## config.mk

```make
export PLATFORM = sky130hd
export DESIGN_NAME = sequence_counter
export DESIGN_NICKNAME = d
export VERILOG_FILES = /design/src/rtl/sequence_counter.sv
export SDC_FILE = /design/constraint.sdc
export NUM_CORES = 1
export LEC_CHECK = 0
export ABC_CLOCK_PERIOD_IN_PS = 1100
export CAP_MARGIN = 20
export CORE_AREA = 2 2 39 41
export CTS_CLUSTER_SIZE = 28
export DETAILED_ROUTE_END_ITERATION = 8
export DIE_AREA = 0 0 41 43
export PLACE_DENSITY_LB_ADDON = 0.15
export SETUP_SLACK_MARGIN = 0.15
export SLEW_MARGIN = 10
export SYNTH_ARGS = -nofsm -noshare
export SYNTH_HDL_FRONTEND = slang
export SYNTH_SLANG_ARGS = --single-unit
```

## constraint.sdc

```tcl
create_clock -name clk -period 1.1 [get_ports clk]
set_input_delay 0.11 -clock clk [delete_from_list [all_inputs] [get_ports clk]]
set_output_delay 0.11 -clock clk [all_outputs]
set_load 0.005 [all_outputs]
```

## src/rtl/sequence_counter.sv

```systemverilog
// sequence_counter: 4-bit timing-state counter with one-hot T decode and wrap pulse
module sequence_counter #(
  parameter int CNT_W = 4,
  parameter int T_W = 16
) (
  input  logic             clk,
  input  logic             rst_n,
  input  logic             CLR,
  input  logic             INR,
  output logic [T_W-1:0]   T,
  output logic [CNT_W-1:0] COUNT,
  output logic             WRAP
);
  logic [CNT_W-1:0] count = '0;
  logic wrap = 1'b0;
  // count register: reset, then clear over increment over hold; wrap flags a 15->0 increment
  always_ff @(posedge clk) begin
    if (!rst_n) begin
      count <= '0;
      wrap <= 1'b0;
    end else begin
      count <= CLR ? '0 : INR ? count + 1'b1 : count;
      wrap <= !CLR && INR && (&count);
    end
  end
  // one-hot timing decode straight from the registered count
  always_comb begin
    T = '0;
    T[count] = 1'b1;
  end
  assign COUNT = count;
  assign WRAP = wrap;
endmodule

```

==> results of run 1 <==
-- repair_timing --
action                                 in CTS  in global routing
cloned                                      0                  0
setup buffers                              11                  1
pin swaps                                  15                  3
resized for setup                         119                  9
endpoints found under the hold margin       0                  0
setup endpoints to repair                  25                 25
hold buffers                                0                  0
-- cell usage in the layout (no fill, tap or decap), types with 3 or more instances in the layout --
| cell | netlist | routed |
|---|---|---|
| buf_2 | 0 | 7 |
| buf_6 | 0 | 22 |
| and3_4 | 0 | 3 |
| buf_4 | 0 | 10 |
| and2_4 | 0 | 6 |
| dfxtp_4 | 0 | 4 |
| and2_1 | 12 | 6 |
| ha_4 | 0 | 4 |
| clkdlybuf4s50_1 | 0 | 3 |
| clkbuf_4 | 0 | 3 |
-- per-layer routing --
| metal | wire length (um) | share of wire (%) | GRT usage (%) |
|---|---|---|---|
| met5 | 0 | 0 | 0 |
| met4 | 0 | 0 | 0 |
| met3 | 74 | 5.7 | 9.42 |
| met2 | 620 | 48 | 23.8 |
| met1 | 604 | 46 | 22.8 |
-- kinds of logic after synthesis --
family,share of synthesized area [%]
DFF,25.9
AOI/OAI and AO/OA,3.88
buffers and inverters,3.24
adders and majority gates,12.9
and+or+nand+nor,46.6
xor gates and xnor gates,2.27
muxes,5.18
-- registers in the layout, summed over array words and instances (netlist names) --
name   flops
COUNT      4
WRAP       1
-- worst min-delay path, stage by stage --
cell	delay, ns
clkdlybuf4s50_1	0.41
or3b_1	0.16
mux2i_1	0.06
-- where the power goes --
part           total (mW)  switching (mW)  internal (mW)
logic              0.0971          0.0351         0.0620
clock network       0.218          0.0807          0.137
registers           0.183         0.00604          0.177
-- worst max path at each step --
| stage | cells past startpoint | start | endpoint |
|---|---|---|---|
| after detailed placement | 3 | COUNT[2]$_SDFFE_PP0P_ | T[5] |
| after CTS | 4 | COUNT[3]$_SDFFE_PP0P_ | T[6] |
| after global placement | 3 | COUNT[3]$_SDFFE_PP0P_ | T[9] |
| after global routing | 4 | COUNT[3]$_SDFFE_PP0P_ | T[6] |
| after floorplan | 3 | COUNT[0]$_SDFFE_PP0P_ | WRAP$_SDFF_PN0_ |
| final | 4 | COUNT[3]$_SDFFE_PP0P_ | T[6] |
-- layout make-up --
| cell class | instances | area, sq um |
|---|---|---|
| Multi-Input combinational cell | 36 | 374 |
| Sequential cell | 5 | 115 |
| Timing Repair Buffer | 43 | 397 |
| Inverter | 2 | 12.5 |
| Fill cell | 110 | 439 |
| Tap cell | 16 | 20.0 |
| Clock buffer | 4 | 26.3 |
==> results.json, run 1 <==
{
  "reg2reg_depth": 6,
  "rows": 14,
  "post_dp_cell_area_sq_um": 718,
  "fin_ws_ns": -0.189,
  "clock_path_buffers": 2,
  "dp_slack_ns": -0.326,
  "rr_startpoint": "COUNT[1]$_SDFFE_PP0P_",
  "vdd.ir_drop.worst_uv": 636,
  "async_reset_ff_share_pct": 0,
  "cts_inserted_buffers": 3,
  "finalClockSkew_ns": 0.00165,
  "cts.sinks": 5,
  "grt_pass1_wl_um": 2000,
  "ff2ff_setup_slack_ns": -0.11,
  "pin_count": 25,
  "clock.fmax_mhz": 776,
  "violations": "setup timing",
  "yosysUniqueCellTypes": 18,
  "drt_first_pass_iters": 4,
  "n_antenna_cell": 0,
  "tightest_slew_ns": 0.216,
  "grt.overflow.total": 0,
  "path_cells": "and2b_2 > buf_6 > and2_4 > buf_6",
  "die_h_um": 43,
  "min_period_over_period_pct": 117,
  "stdcell_area_sq_um": 945,
  "leakagePower_nw": 0.459,
  "crit_family": "simple AND/OR/NAND/NOR gates",
  "fin_tns_setup_ns": -2.53,
  "cts_tree": "yes",
  "min_delay_path_depth": 3,
  "hold_start": "rst_n",
  "synth-seq-cells": 5,
  "grt_start_max_net_pins": 7,
  "drive_above_1_share_pct": 75.6,
  "detail-route-antenna-nets": 0,
  "yosys.area.top_type": "dfxtp_1",
  "syn-instance-count": 44,
  "synth_edf_count": 0,
  "relSlewSlack_pct": 85.5,
  "synth_top_area_share_pct": 25.9,
  "hold_violations": 0,
  "pwr_density_cell_nw_per_um2": 527,
  "area_growth_pct": 144,
  "outcome": "finished with violations",
  "grt_pass1_vias": 440,
  "routed-via-count": 468,
  "dp.cells": 90,
  "slowest_stage": "dfxtp_4",
  "grt_usage_pct": 16.5,
  "h-tree-depth": 1,
  "drt-initial-drc-count": 2,
  "cp-end-kind": "primary output",
  "min_delay_worst_endpoint": "COUNT[3]$_SDFFE_PP0P_",
  "post-route-util_pct": 68.3,
  "fp.dieArea_sq_um": 1760,
  "setup_violations": 18,
  "synth_ff_type": "dfxtp_1",
  "finalHoldWorstSlack_ns": 0.540,
  "synth.most_common_cell": "and2_1",
  "cp-start-kind": "register",
  "finalMaxSlewViolations": 0,
  "required_ns": 0.99,
  "antenna_found_initial": 0,
  "start_util_pct": 27.9,
  "max_stage_delay_ns": 0.35,
  "syn_nets": 52,
  "netlist_area_sq_um": 387,
  "min_path_type": "primary input to register",
  "avgSynthCellArea_sq_um": 8.79,
  "timing.rr.end": "COUNT[2]$_SDFFE_PP0P_",
  "p_total_mw": 0.498,
  "fin_cells": 106,
  "placement.io_buffers": 24,
  "nets": 99,
  "maxCapViolCount": 0,
  "via_per_inst": 4.42,
  "clk_pin_slew_ns": 0.04,
  "wirelength_um": 1300,
  "synth.area.top_cells": "dfxtp_1, and2_1, ha_1",
  "synth_common_cells": "and2_1, dfxtp_1, and3_2, ha_1, nor2_1",
  "dp_hpwl_um": 882,
  "cp.arrival_ns": 1.18,
  "seq_area_frac_synth_pct": 25.9,
  "worst-setup-path-type": "register to primary output",
  "min_period_ns": 1.29,
  "rsz0062_at_grt": "true",
  "cpMostUsedCell": "buf_6",
  "worst-path-buf-inv": 2,
  "insertion_delay_ns": 0.25,
  "yosys_warnings": 0,
  "core_sq_um": 1380,
  "cp_max_fo": 4,
  "finalWeightedCongestion": 0.677,
  "die_x_um": 41,
  "drcViolationCount": 0,
  "cts-root-buf": "clkbuf_4",
  "wire_per_inst_um": 12.3
}
Note: power is estimated with default switching activity, not from simulation.
==> run 2, diff against run 1 <==
TNS_END_PERCENT = 1   (was not set)
==> run 2 against run 1 <==
Critical path type unchanged. Worst hold slack got worse by 0.00081 ns. Sequential power is essentially flat. First-iteration DRC count is 50% lower. Critical endpoint is now T[5]. Global-route usage shrank 0.52 points. Die area did not move. Largest power group unchanged. Worst setup slack got worse by 0.0038 ns. Highest routed layer is now met4. The run still ends with setup timing left. Flip-flop and latch count did not move.
==> results.json, run 2 (synthesis gave the netlist of run 1 again) <==
{
  "outcome": "finished with violations",
  "violations": "setup timing",
  "fill_cells": 123,
  "leakagePower_nw": 0.431,
  "p_total_mw": 0.483,
  "finalMaxSlewViolations": 0,
  "max_stage_delay_ns": 0.35,
  "relSlewSlack_pct": 84.2,
  "final_common_cell": "buf_6",
  "dp.cells": 91,
  "min_path_type": "primary input to register",
  "insertion_delay_ns": 0.25,
  "grt_busiest_layer": "met2",
  "rows": 14,
  "grt_pass1_vias": 453,
  "cpMostUsedCell": "buf_6",
  "cp-end-kind": "primary output",
  "area_growth_pct": 134,
  "dp_hpwl_um": 866,
  "clock_path_buffers": 2,
  "cp.arrival_ns": 1.18,
  "finalHoldWorstSlack_ns": 0.539,
  "cp_max_fo": 4,
  "fp.dieArea_sq_um": 1760,
  "fin_cells": 104,
  "hold_violations": 0,
  "grt_usage_pct": 16.0,
  "grt.overflow.total": 0,
  "pwr_density_cell_nw_per_um2": 534,
  "cts_inserted_buffers": 3,
  "stdcell_area_sq_um": 905,
  "crit_family": "simple AND/OR/NAND/NOR gates",
  "vdd.ir_drop.worst_uv": 539,
  "n_antenna_cell": 0,
  "post_dp_cell_area_sq_um": 726,
  "setup_violations": 18,
  "core_sq_um": 1380,
  "drt-initial-drc-count": 1,
  "dp_slack_ns": -0.309,
  "cts_tree": "yes",
  "cts_hold_buf": 0,
  "nets": 97,
  "clock.fmax_mhz": 774,
  "antenna_found_initial": 0,
  "via_per_inst": 4.45,
  "min_period_ns": 1.29,
  "worst-path-buf-inv": 2,
  "post-route-util_pct": 65.4,
  "cts.sinks": 5,
  "h-tree-depth": 1,
  "detail-route-antenna-nets": 0,
  "tightest_slew_ns": 0.237,
  "finalClockSkew_ns": 0.00343,
  "path_cells": "and2b_2 > buf_6 > and2_4 > buf_6",
  "clk_pin_slew_ns": 0.04,
  "fin_ws_ns": -0.193,
  "die_x_um": 41,
  "rsz0062_at_grt": "true",
  "drcViolationCount": 0,
  "routed-via-count": 463,
  "grt_pass1_wl_um": 1860,
  "wire_per_inst_um": 12.0,
  "slowest_stage": "dfxtp_4",
  "wirelength_um": 1250,
  "start_util_pct": 27.9,
  "final_cell_mix": "buf_6, buf_4, and2_1, buf_2, and2_4",
  "min_period_over_period_pct": 118,
  "finalWeightedCongestion": 0.695,
  "cp-start-kind": "register",
  "cts-root-buf": "clkbuf_4",
  "gr-usage-met1_pct": 18.2,
  "pin_count": 25,
  "worst-setup-path-type": "register to primary output",
  "die_h_um": 43,
  "drive_above_1_share_pct": 71.6,
  "grt_util_met3_pct": 9.42,
  "placement.io_buffers": 24,
  "required_ns": 0.99,
  "drt_first_pass_iters": 2,
  "maxCapViolCount": 0,
  "grt_util_met2_pct": 23.8,
  "grt_start_max_net_pins": 7,
  "fin_tns_setup_ns": -2.34,
  "largest_register_ffs": 4
}
==> run 2: worst paths after layout <==
path	to	slack [ns]	start	cells after the start
worst max-delay path	T[5]	-0.19	COUNT[3]$_SDFFE_PP0P_	4
worst min-delay path	COUNT[3]$_SDFFE_PP0P_	0.54	rst_n	3
worst max register to register	COUNT[3]$_SDFFE_PP0P_	-0.03	COUNT[3]$_SDFFE_PP0P_	4
worst min register to register	COUNT[0]$_SDFFE_PP0P_	0.67	COUNT[0]$_SDFFE_PP0P_	3
==> run 2: layer usage <==
metal | vias to the layer above | routed length [um]
met1 | 213 | 512
met5 | - | 0
met3 | 2 | 74
met2 | 12 | 646
met4 | 0 | 13
li1 | 236 | -
==> run 2: cell type report <==
type | instances | area [sq um] | share of cell area (%)
Clock buffer | 4 | 26.3 | 2.90
Inverter | 2 | 12.5 | 1.38
Multi-Input combinational cell | 36 | 368 | 40.7
Sequential cell | 5 | 115 | 12.7
Tap cell | 16 | 20.0 | 2.21
Timing Repair Buffer | 41 | 363 | 40.1
==> run 2: worst min-delay path: stages <==
cell and delay (ns):
clkdlybuf4s50_1 0.42, or3b_1 0.17, mux2i_1 0.05
==> run 2: what timing repair did <==
action                                  4_1_cts  5_1_grt
setup buffers                                 9        0
resized for setup                           104       12
pin swaps                                    10        4
endpoints found under the setup margin       25       24
==> run 2: power by group <==
group          switching [mW]  internal [mW]
Sequential            0.00591          0.177
Combinational          0.0312         0.0497
Clock                  0.0817          0.138
Total                   0.119          0.364
==> run 3, diff against run 2 <==
CAP_MARGIN = not set   (was 20)
PLACE_DENSITY = 0.8   (was not set)
PLACE_DENSITY_LB_ADDON = not set   (was 0.15)
==> run 3 against run 2 <==
The flow still finishes with violations (setup timing). Clock-buffer cell count did not move. Clock skew rose by 0.00057 ns. Critical path depth did not move. Flip-flop and latch count did not move. Worst hold slack got worse by 0.0090 ns. Die area did not move. Critical path type unchanged. Largest power group unchanged.
==> results.json, run 3 (synthesis gave the netlist of run 1 again) <==
{
  "cp_max_fo": 4,
  "clock_path_buffers": 2,
  "outcome": "finished with violations",
  "finalMaxSlewViolations": 0,
  "cts_tree": "yes",
  "finalHoldWorstSlack_ns": 0.530,
  "hold_violations": 0,
  "maxCapViolCount": 0,
  "die_x_um": 41,
  "rows": 14,
  "fp.dieArea_sq_um": 1760,
  "worst-setup-path-type": "register to primary output",
  "cp.arrival_ns": 1.17,
  "grt_pass1_wl_um": 1750,
  "die_h_um": 43,
  "multiInputGateArea_sq_um": 365,
  "min_path_type": "primary input to register",
  "seqCellArea_sq_um": 115,
  "rsz0062_at_grt": "true",
  "pin_count": 25,
  "vdd.ir_drop.worst_uv": 455,
  "grt_usage_pct": 14.9,
  "dp_hpwl_um": 753,
  "routed-via-count": 466,
  "min_period_ns": 1.28,
  "tightest_slew_ns": 0.256,
  "clock.fmax_mhz": 782,
  "grt_pass1_vias": 411,
  "pwr-share-comb_pct": 17.1,
  "setup_violations": 19,
  "leakagePower_nw": 0.419,
  "drive_above_1_share_pct": 69.8,
  "h-tree-depth": 1,
  "finalWeightedCongestion": 0.685,
  "grt_util_met3_pct": 2.09,
  "internal_power_mw": 0.365,
  "wire_per_inst_um": 10.9,
  "fill_cells": 131,
  "drt-initial-drc-count": 3,
  "fin_ws_ns": -0.179,
  "power.share.clock_pct": 44.7,
  "n_antenna_cell": 0,
  "grt_start_max_net_pins": 7,
  "grt.overflow.total": 0,
  "core_sq_um": 1380,
  "via_per_inst": 4.57,
  "grt_util_met2_pct": 26.3,
  "placement.io_buffers": 24,
  "drt_first_pass_iters": 3,
  "pwr_density_cell_nw_per_um2": 542,
  "drcViolationCount": 0,
  "post_dp_cell_area_sq_um": 718,
  "nets": 95,
  "detail-route-antenna-nets": 0,
  "violations": "setup timing",
  "stdcell_area_sq_um": 883,
  "largest_register_ffs": 4,
  "insertion_delay_ns": 0.25,
  "area_growth_pct": 128,
  "cp-start-kind": "register",
  "p_sw_share_pct": 23.7,
  "cts.sinks": 5,
  "p_seq_share_pct": 38.1,
  "final_cell_mix": "buf_6, and2_1, buf_4",
  "grt_busiest_layer": "met2",
  "min_period_over_period_pct": 116,
  "power.switching_mw": 0.113,
  "antenna_found_initial": 0,
  "clk_pin_slew_ns": 0.04,
  "post-route-util_pct": 63.8,
  "start_util_pct": 27.9,
  "required_ns": 0.99,
  "cts_inserted_buffers": 3,
  "gr-usage-met1_pct": 15.5,
  "relSlewSlack_pct": 82.9,
  "final_common_cell": "buf_6",
  "fin_tns_setup_ns": -2.28,
  "finalClockSkew_ns": 0.00401,
  "cts-root-buf": "clkbuf_4",
  "wirelength_um": 1110,
  "cp-end-kind": "primary output"
}
==> run 3: layout make-up <==
| type | instances | area share, % |
|---|---|---|
| Timing Repair Buffer | 39 | 39.0 |
| Tap cell | 16 | 2.27 |
| Inverter | 2 | 1.42 |
| Clock buffer | 4 | 2.97 |
| Sequential cell | 5 | 13.0 |
| Multi-Input combinational cell | 36 | 41.4 |
==> run 3: worst paths after layout <==
path | startpoint | slack [ns] | depth (start not counted) | to
hold / removal | rst_n | 0.53 | 3 | COUNT[3]$_SDFFE_PP0P_
hold reg to reg | COUNT[0]$_SDFFE_PP0P_ | 0.67 | 3 | COUNT[0]$_SDFFE_PP0P_
setup reg to reg | COUNT[3]$_SDFFE_PP0P_ | -0.07 | 4 | COUNT[3]$_SDFFE_PP0P_
setup / recovery | COUNT[2]$_SDFFE_PP0P_ | -0.18 | 4 | T[5]
==> run 3: critical path: stages, from the launching register on <==
cell     delay [ns]
dfxtp_4        0.36
and2b_2        0.21
buf_6          0.12
and2_4         0.13
buf_6          0.10
==> run 3: layer usage <==
layer | share of wire [%] | wire length [um]
met2 | 54 | 596
met1 | 36 | 398
met5 | 0 | 0
met3 | 8.6 | 96
met4 | 1.7 | 19
==> run 3: stage by stage <==
step,std cells,worst slack (ns),power (mW)
after detailed placement,90,-0.316,0.257
after CTS,102,-0.180,0.480
after global placement,90,-0.292,0.255
final,102,-0.179,0.479
after floorplan,44,0.138,0.216
after global routing,102,-0.203,0.505
==> run 3: timing repair <==
item                       in CTS  in global routing
hold buffers                    0                  0
pin swaps                      11                  3
buffers inserted                8                  0
setup endpoints to repair      25                 24
gates resized for setup       100                 14
==> run 3: power groups by stage <==
stage                     clock, mW  sequential, mW  combinational, mW
after floorplan                   0           0.190             0.0259
after global placement            0           0.189             0.0662
after detailed placement          0           0.189             0.0678
after CTS                     0.222           0.183             0.0755
after global routing          0.231           0.183             0.0911
final                         0.214           0.183             0.0821
